===== config.mk =====
export PLATFORM = sky130hd
export DESIGN_NAME = rollback_arbiter
export DESIGN_NICKNAME = d
export VERILOG_FILES = /design/src/rtl/rollback_arbiter.sv
export SDC_FILE = /design/constraint.sdc
export NUM_CORES = 1
export LEC_CHECK = 0
export CORE_MARGIN = 4
export CORE_UTILIZATION = 46
export CTS_CLUSTER_DIAMETER = 40
export DETAILED_ROUTE_END_ITERATION = 10
export PLACE_DENSITY = 0.67
export SLEW_MARGIN = 20
export SYNTH_ARGS = -nofsm -noshare
export SYNTH_HDL_FRONTEND = slang
export SYNTH_SLANG_ARGS = --single-unit

===== constraint.sdc =====
create_clock -name clk -period 8.55 [get_ports clk]
set_input_delay 2.1375 -clock clk [delete_from_list [all_inputs] [get_ports clk]]
set_output_delay 2.1375 -clock clk [all_outputs]
set_load 0.005 [all_outputs]

===== src/rtl/rollback_arbiter.sv =====
// Rollback arbiter: merges ix/dd rollback requests, buffers losers per thread, broadcasts one registered rollback per cycle.
// Optional perf outputs and deferred counter enabled by defining ROLLBACK_ARB_PERF_EN.
module rollback_arbiter #(
  parameter int NUM_THREADS = 4,
  parameter int PC_WIDTH    = 32,
  localparam int TIDX_W     = (NUM_THREADS > 1) ? $clog2(NUM_THREADS) : 1
) (
  input  logic                   clk,
  input  logic                   reset,
  input  logic                   ix_rollback_en,
  input  logic [TIDX_W-1:0]      ix_thread_idx,
  input  logic [PC_WIDTH-1:0]    ix_rollback_pc,
  input  logic [3:0]             ix_subcycle,
  input  logic                   dd_rollback_en,
  input  logic [TIDX_W-1:0]      dd_thread_idx,
  input  logic [PC_WIDTH-1:0]    dd_rollback_pc,
  input  logic [3:0]             dd_subcycle,
  output logic                   wb_rollback_en,
  output logic [TIDX_W-1:0]      wb_rollback_thread_idx,
  output logic [PC_WIDTH-1:0]    wb_rollback_pc,
  output logic [3:0]             wb_rollback_subcycle,
  output logic [NUM_THREADS-1:0] wb_rollback_pending
`ifdef ROLLBACK_ARB_PERF_EN
  ,
  output logic                   perf_rollback_deferred,
  output logic                   perf_rollback_dropped,
  output logic [31:0]            perf_deferred_count
`endif
);

  typedef enum logic {SRC_IX, SRC_DD} src_t;

  logic [NUM_THREADS-1:0] slot_valid, nxt_valid;
  logic [PC_WIDTH-1:0]    slot_pc  [NUM_THREADS];
  logic [PC_WIDTH-1:0]    nxt_pc   [NUM_THREADS];
  logic [3:0]             slot_sub [NUM_THREADS];
  logic [3:0]             nxt_sub  [NUM_THREADS];
  src_t                   slot_src [NUM_THREADS];
  src_t                   nxt_src  [NUM_THREADS];
  logic [TIDX_W-1:0]      rr_ptr, nxt_ptr;

  logic ix_live, dd_live, dd_replace, dd_new, ix_new;
  logic slot_win, dd_win, ix_win, win_en;
  logic [TIDX_W-1:0]   slot_win_t, win_t;
  logic [PC_WIDTH-1:0] win_pc;
  logic [3:0]          win_sub;
  int unsigned         rr_idx;

  always_comb begin
    ix_live = ix_rollback_en && !(wb_rollback_en && ix_thread_idx == wb_rollback_thread_idx);
    dd_live = dd_rollback_en && !(wb_rollback_en && dd_thread_idx == wb_rollback_thread_idx);
    if (dd_live && ix_live && ix_thread_idx == dd_thread_idx)
      ix_live = 1'b0;
    dd_replace = dd_live && slot_valid[dd_thread_idx] && (slot_src[dd_thread_idx] == SRC_IX);
    dd_new     = dd_live && !slot_valid[dd_thread_idx];
    ix_new     = ix_live && !slot_valid[ix_thread_idx];
  end

  always_comb begin
    nxt_valid = slot_valid;
    nxt_pc    = slot_pc;
    nxt_sub   = slot_sub;
    nxt_src   = slot_src;
    nxt_ptr   = rr_ptr;
    // The dd replacement is applied before selection, so a slot that wins
    // this same cycle broadcasts the older (dd) instruction's target.
    if (dd_replace) begin
      nxt_pc[dd_thread_idx]  = dd_rollback_pc;
      nxt_sub[dd_thread_idx] = dd_subcycle;
      nxt_src[dd_thread_idx] = SRC_DD;
    end

    slot_win   = 1'b0;
    slot_win_t = '0;
    rr_idx     = 0;
    for (int unsigned i = 0; i < NUM_THREADS; i++) begin
      rr_idx = 32'(rr_ptr) + i;
      if (rr_idx >= 32'(NUM_THREADS))
        rr_idx = rr_idx - 32'(NUM_THREADS);
      if (!slot_win && slot_valid[TIDX_W'(rr_idx)]) begin
        slot_win   = 1'b1;
        slot_win_t = TIDX_W'(rr_idx);
      end
    end

    win_en  = 1'b0;
    win_t   = '0;
    win_pc  = '0;
    win_sub = '0;
    dd_win  = 1'b0;
    ix_win  = 1'b0;
    if (slot_win) begin
      win_en                = 1'b1;
      win_t                 = slot_win_t;
      win_pc                = nxt_pc[slot_win_t];
      win_sub               = nxt_sub[slot_win_t];
      nxt_valid[slot_win_t] = 1'b0;
      nxt_ptr = (slot_win_t == TIDX_W'(NUM_THREADS - 1)) ? '0 : slot_win_t + 1'b1;
    end else if (dd_new) begin
      win_en  = 1'b1;
      dd_win  = 1'b1;
      win_t   = dd_thread_idx;
      win_pc  = dd_rollback_pc;
      win_sub = dd_subcycle;
    end else if (ix_new) begin
      win_en  = 1'b1;
      ix_win  = 1'b1;
      win_t   = ix_thread_idx;
      win_pc  = ix_rollback_pc;
      win_sub = ix_subcycle;
    end

    if (dd_new && !dd_win) begin
      nxt_valid[dd_thread_idx] = 1'b1;
      nxt_pc[dd_thread_idx]    = dd_rollback_pc;
      nxt_sub[dd_thread_idx]   = dd_subcycle;
      nxt_src[dd_thread_idx]   = SRC_DD;
    end
    if (ix_new && !ix_win) begin
      nxt_valid[ix_thread_idx] = 1'b1;
      nxt_pc[ix_thread_idx]    = ix_rollback_pc;
      nxt_sub[ix_thread_idx]   = ix_subcycle;
      nxt_src[ix_thread_idx]   = SRC_IX;
    end
  end

  always_ff @(posedge clk or posedge reset) begin
    if (reset) begin
      slot_valid             <= '0;
      rr_ptr                 <= '0;
      wb_rollback_en         <= 1'b0;
      wb_rollback_thread_idx <= '0;
      wb_rollback_pc         <= '0;
      wb_rollback_subcycle   <= '0;
      for (int unsigned i = 0; i < NUM_THREADS; i++) begin
        slot_pc[i]  <= '0;
        slot_sub[i] <= '0;
        slot_src[i] <= SRC_IX;
      end
    end else begin
      slot_valid     <= nxt_valid;
      slot_pc        <= nxt_pc;
      slot_sub       <= nxt_sub;
      slot_src       <= nxt_src;
      rr_ptr         <= nxt_ptr;
      wb_rollback_en <= win_en;
      if (win_en) begin
        wb_rollback_thread_idx <= win_t;
        wb_rollback_pc         <= win_pc;
        wb_rollback_subcycle   <= win_sub;
      end
    end
  end

  assign wb_rollback_pending = slot_valid;

`ifdef ROLLBACK_ARB_PERF_EN
  logic [1:0]  n_deferred;
  logic        any_dropped;
  logic [31:0] deferred_count;
  logic [32:0] deferred_sum;

  always_comb begin
    n_deferred = {1'b0, dd_new && !dd_win} + {1'b0, ix_new && !ix_win}
               + {1'b0, dd_replace && !(slot_win && slot_win_t == dd_thread_idx)};
    any_dropped = (ix_rollback_en && !ix_new) || (dd_rollback_en && !dd_new && !dd_replace);
    deferred_sum = {1'b0, deferred_count} + 33'(n_deferred);
  end

  always_ff @(posedge clk or posedge reset) begin
    if (reset) begin
      perf_rollback_deferred <= 1'b0;
      perf_rollback_dropped  <= 1'b0;
      deferred_count         <= '0;
    end else begin
      perf_rollback_deferred <= (n_deferred != 2'd0);
      perf_rollback_dropped  <= any_dropped;
      deferred_count         <= deferred_sum[32] ? '1 : deferred_sum[31:0];
    end
  end

  assign perf_deferred_count = deferred_count;
`endif

endmodule

==> impl_metrics.ini, run 1 <==
[cells_and_area]
drive_above_1_share_pct = 9.32
nFillCells = 2323
area_growth_pct = 15.2
nets = 1335
diodes = 0
instances_no_fill = 1596

[detailed_routing]
vias_per_cell = 6.20
wl_um = 35400
drc_errors = 0
first_pass_iters = 5
ant_nets = 0
wl_per_cell_um = 22.2
drt_iter0_drc = 759
vias = 9895

[worst_hold_path]
hp-class = register to register

[setup_path]
crit_chain = clkdlybuf4s50_1 > mux4_2 > nand3b_1 > or3_2 > buf_4 > a211oi_1 > a2bb2oi_1
path_class = input pin to register
crit_path_max_incr_delay_ns = 0.94
cp_data_required_time_ns = 8.91
cp_max_fo = 29
path_delay_family = simple AND/OR/NAND/NOR gates
critPathSlowestCell = or3_2
cp-start-kind = input pin
cp.arrival_ns = 6.20
path_buf_inv = 2
end_kind = register

[grt]
grt.overflow.total = 0
grt_max_degree = 124
grt_first_pass_wirelength_um = 55500
antenna_found_initial = 0
grt_pass1_vias = 9885
track_usage_pct = 24.2

[floorplanning]
die_area_um2 = 28700
core_um2 = 25400
initial_core_util_pct = 47.2
num_rows = 58
io_pins = 123
die_h_um = 170
die_x_um = 170

[power]
p_clk_share_pct = 15.7
power.density_nw_per_um2 = 386
seqPwrFrac_pct = 32.5
p_sw_uw = 2150
switching_share_pct = 40.3
combPwrFrac_pct = 51.8
ir_drop_mv = 0.254
internal-power_uw = 3180
leakagePower_uw = 0.00670

[clock_network]
clk_latency_ns = 0.44
ctsResizeCount = 0
cts_buffer_depth = 2
cts-root-buf = clkbuf_16
clock-sinks = 193
cts-hold-fix-buffers = 0
cts_buffers = 17
clk_pin_slew_ns = 0.08
cts_tree = built
ctsHtreeMaxLevel = 4
cts_setup_buffers = 0

[sta]
setup_tns_ns = 0
drv_slew = 0
clock.fmax_mhz = 171
rsz0062_at_grt = false
worst_slew_pin_slew_ns = 1.14
finClkSkew_ns = 0.0116
period_needed_ns = 5.84
post-route-period-util_pct = 68.3
setup_viol = 0
slew_headroom_pct = 23.5
hold_viol = 0

[placement]
gp_congestion = 0.858
dp_hpwl_um = 21000
dp_cells = 1565
io_buffers = 122

[synthesis]
synth-seq-area-share_pct = 40.3
yosys.area.top_type = dfrtp_1
synth_mux_area_share_pct = 24.5
synth_edf_count = 0
synth_nets = 1313
synth_warnings = 0
synth-main-ff-cell = dfrtp_1
synth_cell_types = 51
synth_compound_area_share_pct = 19.0
synthSimpleGateAreaFrac_pct = 8.98
synth.top_cells.by_area = dfrtp_1 (40%), mux2i_1 (22%), a21oi_1 (6.5%)
syn_avg_cell_area_um2 = 9.74
syn_area_um2 = 12000
ys_seq_elements = 193
async_flop_share_pct = 100
syn_inst = 1232
synth_top_family_by_area = multiplexers
synth_fa_ha_area_share_pct = 0.104
netlist.area_leader.share_pct = 40.3
synth_xor_area_share_pct = 0.438

[status]
status = completed

[job]
max-cap-violations = 0
synthesized netlist by cell type, drive strengths merged, types with 2 or more instances:
cell,instances
inv,16
nor4,22
buf,88
a221o,18
nand3,19
nand2b,3
o21ai,4
nand4,4
a211oi,18
mux4,3
a221oi,19
or3,2
dfrtp,193
a211o,2
xnor2,2
a2bb2oi,18
xor2,4
a31oi,3
mux2i,265
a21boi,6
o221ai,35
nor2,152
a21oi,155
o211ai,37
mux2,20
nand2,43
clkbuf,61
nor3,3
nand3b,2
stage by stage:
stage                     hold slack [ns]  worst slack, ns  power, µW  utilization (%)  cell area [µm²]
after global placement              0.516             2.41       4400             52.0            13200
after global routing                0.549             2.63       5680             54.4            13800
after floorplan                     0.497             1.16       3620                -            12000
final                               0.524             2.71       5330             54.4            13800
after CTS                           0.528             2.85       5320             54.4            13800
after detailed placement            0.517             2.37       4480             52.0            13200
state kept, by name, indices dropped and copies added (netlist names):
signal                  flops
slot_pc                   128
wb_rollback_pc             32
slot_sub                   16
slot_src                    4
wb_rollback_pending         4
wb_rollback_subcycle        4
rr_ptr                      2
wb_rollback_thread_idx      2
wb_rollback_en              1
tightest hold or removal path: cells and delay by family, from the launching register on:
family | cells | cell delay (ns)
AND/OR/NAND/NOR | 1 | 0.06
AO/OA/AOI/OAI | 1 | 0.05
flip-flops | 1 | 0.38
power groups by stage:
stage / registers, µW / clock network (µW) / logic, µW
after floorplan: 1630 / 0 / 1990
after global placement: 1720 / 0 / 2680
after detailed placement: 1740 / 0 / 2740
after CTS: 1730 / 845 / 2750
after global routing: 1780 / 882 / 3010
final: 1730 / 837 / 2760
area by class of cell:
class	count	area, µm²	share of cell area [%]
Multi-Input combinational cell	874	6460	46.8
Tap cell	330	413	2.99
Clock buffer	19	443	3.21
Clock inverter	12	159	1.15
Timing Repair Buffer	152	1450	10.5
Inverter	16	67.6	0.489
Sequential cell	193	4830	34.9
per-layer routing:
layer	part of all wire (%)	vias to the layer above	GRT usage, %
met3	5.3	54	3.70
met4	2.2	0	6.93
met5	0	-	0
met2	48	356	41.2
met1	44	4924	32.4
li1	-	4561	-
kinds of logic after synthesis:
| group | after synthesis |
|---|---|
| AOI/OAI and AO/OA | 326 |
| muxes | 288 |
| and+or+nand+nor | 253 |
| DFF | 193 |
| buffers and inverters | 165 |
| xor gates and xnor gates | 6 |
| adders and majority gates | 1 |
cell usage in the layout, fill, tap and decap left out, drive strengths merged, types with 2 or more instances in the layout:
master,netlist,final
a211o,2,2
a211oi,18,18
a21boi,6,6
a21oi,155,155
a221o,18,18
a221oi,19,19
a2bb2oi,18,18
a31oi,3,3
buf,88,30
bufinv,0,3
clkbuf,61,19
clkdlybuf4s50,0,122
clkinv,0,6
clkinvlp,0,2
dfrtp,193,193
inv,16,17
mux2,20,20
mux2i,265,265
mux4,3,3
nand2,43,43
nand2b,3,3
nand3,19,19
nand3b,2,2
nand4,4,4
nor2,152,152
nor3,3,3
nor4,22,22
o211ai,37,37
o21ai,4,4
o221ai,35,35
or3,2,2
xnor2,2,2
xor2,4,4
final timing paths:
path                                                  start                             end  slack, ns  cells after the start
setup / recovery                           dd_thread_idx[0]  wb_rollback_pc[11]$_DFFE_PP0P_       2.71                      7
hold / removal                wb_rollback_pc[2]$_DFFE_PP0P_   wb_rollback_pc[2]$_DFFE_PP0P_       0.52                      2
setup reg to reg           wb_rollback_pending[0]$_DFF_PP0_  wb_rollback_pc[11]$_DFFE_PP0P_       4.62                      7
hold reg to reg               wb_rollback_pc[2]$_DFFE_PP0P_   wb_rollback_pc[2]$_DFFE_PP0P_       0.52                      2
max in group asynchronous                             reset           slot_pc[78]$_DFF_PP0_       4.77                      3
min in group asynchronous                             reset            slot_pc[2]$_DFF_PP0_       2.28                      2
No activity file was read; power rests on OpenSTA's default activity.
==> run 2, diff against run 1 <==
Clock period 8.55 ns to 5.8 ns, I/O delays scaled along.
==> run 2 against run 1 <==
Net effect:
- global-route usage is 0.54 points lower
- power is 46% higher
- largest cell class unchanged
- core utilization is 0.15 points higher
==> impl_metrics.ini, run 2 (synthesis results as in run 1) <==
[sta]
setup_viol = 0
post-route-period-util_pct = 78.9
worst_slew_pin_slew_ns = 0.956
slew_headroom_pct = 36.3
finClkSkew_ns = 0.00988
clock.fmax_mhz = 218
drv_slew = 0
rsz0062_at_grt = false
hold_viol = 0
period_needed_ns = 4.58
setup_tns_ns = 0

[grt]
antenna_found_initial = 0
grt_max_degree = 107
track_usage_pct = 23.7
grt_first_pass_wirelength_um = 54600
grt.overflow.total = 0
grt_pass1_vias = 9656

[clock_network]
cts_buffer_depth = 2
cts_tree = built
cts-hold-fix-buffers = 0
ctsResizeCount = 0
clk_latency_ns = 0.44
cts-root-buf = clkbuf_16
cts_buffers = 17
cts_setup_buffers = 0
clk_pin_slew_ns = 0.07
clock-sinks = 193
ctsHtreeMaxLevel = 4

[setup_path]
critPathSlowestCell = or3b_2
path_buf_inv = 2
cp.arrival_ns = 4.85
crit_chain = clkdlybuf4s50_1 > xor2_1 > o31ai_4 > or3b_2 > buf_4 > mux2i_1 > a21oi_1
cp-start-kind = input pin
reg2reg_depth = 8
reg2reg_slack_ns = 2.55
reg2reg_to = wb_rollback_pc[10]$_DFFE_PP0P_
end_kind = register
crit_path_max_incr_delay_ns = 0.88
path_class = input pin to register
path_delay_family = buffers and inverters
cp_max_fo = 22
cp_data_required_time_ns = 6.07
r2r-start = wb_rollback_pending[0]$_DFF_PP0_

[floorplanning]
die_x_um = 170
die_area_um2 = 28700
core_um2 = 25400
num_rows = 58
io_pins = 123
die_h_um = 170
initial_core_util_pct = 47.2

[cells_and_area]
top_regs = slot_pc x128, wb_rollback_pc x32, slot_sub x16
drive_above_1_share_pct = 9.61
largest-register = slot_pc
nets = 1338
utilization_pct = 54.6
layout_commonest_cell = mux2i_1
area_growth_pct = 15.5
diodes = 0
largest_reg_flops = 128
nFillCells = 2362
final_cell_mix = mux2i_1 (265), dfrtp_1 (193), a21oi_1 (155)

[worst_hold_path]
hp-class = register to register
min_from = wb_rollback_pc[2]$_DFFE_PP0P_
holdPathEnd = wb_rollback_pc[2]$_DFFE_PP0P_
holdPathStages = 2

[detailed_routing]
wl_per_cell_um = 21.4
first_pass_iters = 5
drc_errors = 0
wl_um = 34200
vias_per_cell = 6.10
drt_iter0_drc = 792
ant_nets = 0
vias = 9758

[job]
max-cap-violations = 0

[placement]
io_buffers = 122
dp_hpwl_um = 21000
gp_congestion = 0.812

[power]
leakagePower_uw = 0.00672
ir_drop_mv = 0.307
power.density_nw_per_um2 = 560

[status]
status = completed
[run 2: cell count changes in the layout (fill, tap and decap cells not counted)]
cell / previous run / this run
inv_8: 1 / 0
clkbuf_8: 1 / 2
buf_4: 30 / 29
bufinv_16: 3 / 1
nor3_2: 2 / 1
buf_12: 0 / 4
clkinv_2: 2 / 4
clkinvlp_4: 2 / 3
nor3_4: 0 / 1
[run 2: per-layer routing]
metal  share of wire (%)  track usage, %  wire, µm
met2                  49            39.1     16600
met3                 5.2            3.84      1790
met1                  45            32.3     15300
met5                   0               0         0
met4                 1.3            7.32       435
[run 2: how the worst max path moves through the flow]
stage | startpoint | endpoint | slack, ns | cells past startpoint
5_1_grt | dd_thread_idx[1] | slot_pc[80]$_DFF_PP0_ | 1.11 | 7
3_5_place_dp | dd_thread_idx[1] | slot_pc[74]$_DFF_PP0_ | 0.83 | 7
3_3_place_gp | dd_thread_idx[1] | slot_pc[92]$_DFF_PP0_ | 0.91 | 7
2_1_floorplan | reset | rr_ptr[0]$_DFFE_PP0N_ | 1.86 | 1
6_report | dd_thread_idx[1] | slot_pc[74]$_DFF_PP0_ | 1.22 | 7
4_1_cts | dd_thread_idx[1] | slot_pc[80]$_DFF_PP0_ | 1.28 | 7
[run 2: where the power goes]
group	internal (µW)	leakage (µW)	total [µW]	switching (µW)
Clock	617	0.000276	1160	548
Sequential	2070	0.00221	2550	480
Combinational	1950	0.00423	4060	2100
Total	4640	0.00672	7770	3130
[run 2: final cells by class]
cell class,count,area (µm²),area share [%]
well taps,330,413,2.98
flip-flops and latches,193,4830,34.9
clock buffers,20,457,3.30
repair buffers,155,1520,11.0
multi-input cells,874,6470,46.7
inverters,16,63.8,0.460
clock inverters,12,109,0.785
[run 2: worst min-delay path: stages (launching register included)]
cell and delay [ns]:
dfrtp_1 0.38, nand2_1 0.06, a2bb2oi_1 0.06
[run 2: metrics by stage]
stage / std cells / setup slack (ns) / instance area (µm²) / total power (µW) / hold WS [ns]
3_3_place_gp: 1568 / 0.911 / 13300 / 6500 / 0.520
2_1_floorplan: 1232 / 1.86 / 12000 / 5330 / 0.497
4_1_cts: 1600 / 1.28 / 13900 / 7780 / 0.535
6_report: 1600 / 1.22 / 13900 / 7770 / 0.534
3_5_place_dp: 1568 / 0.830 / 13300 / 6600 / 0.525
5_1_grt: 1600 / 1.11 / 13900 / 8320 / 0.565
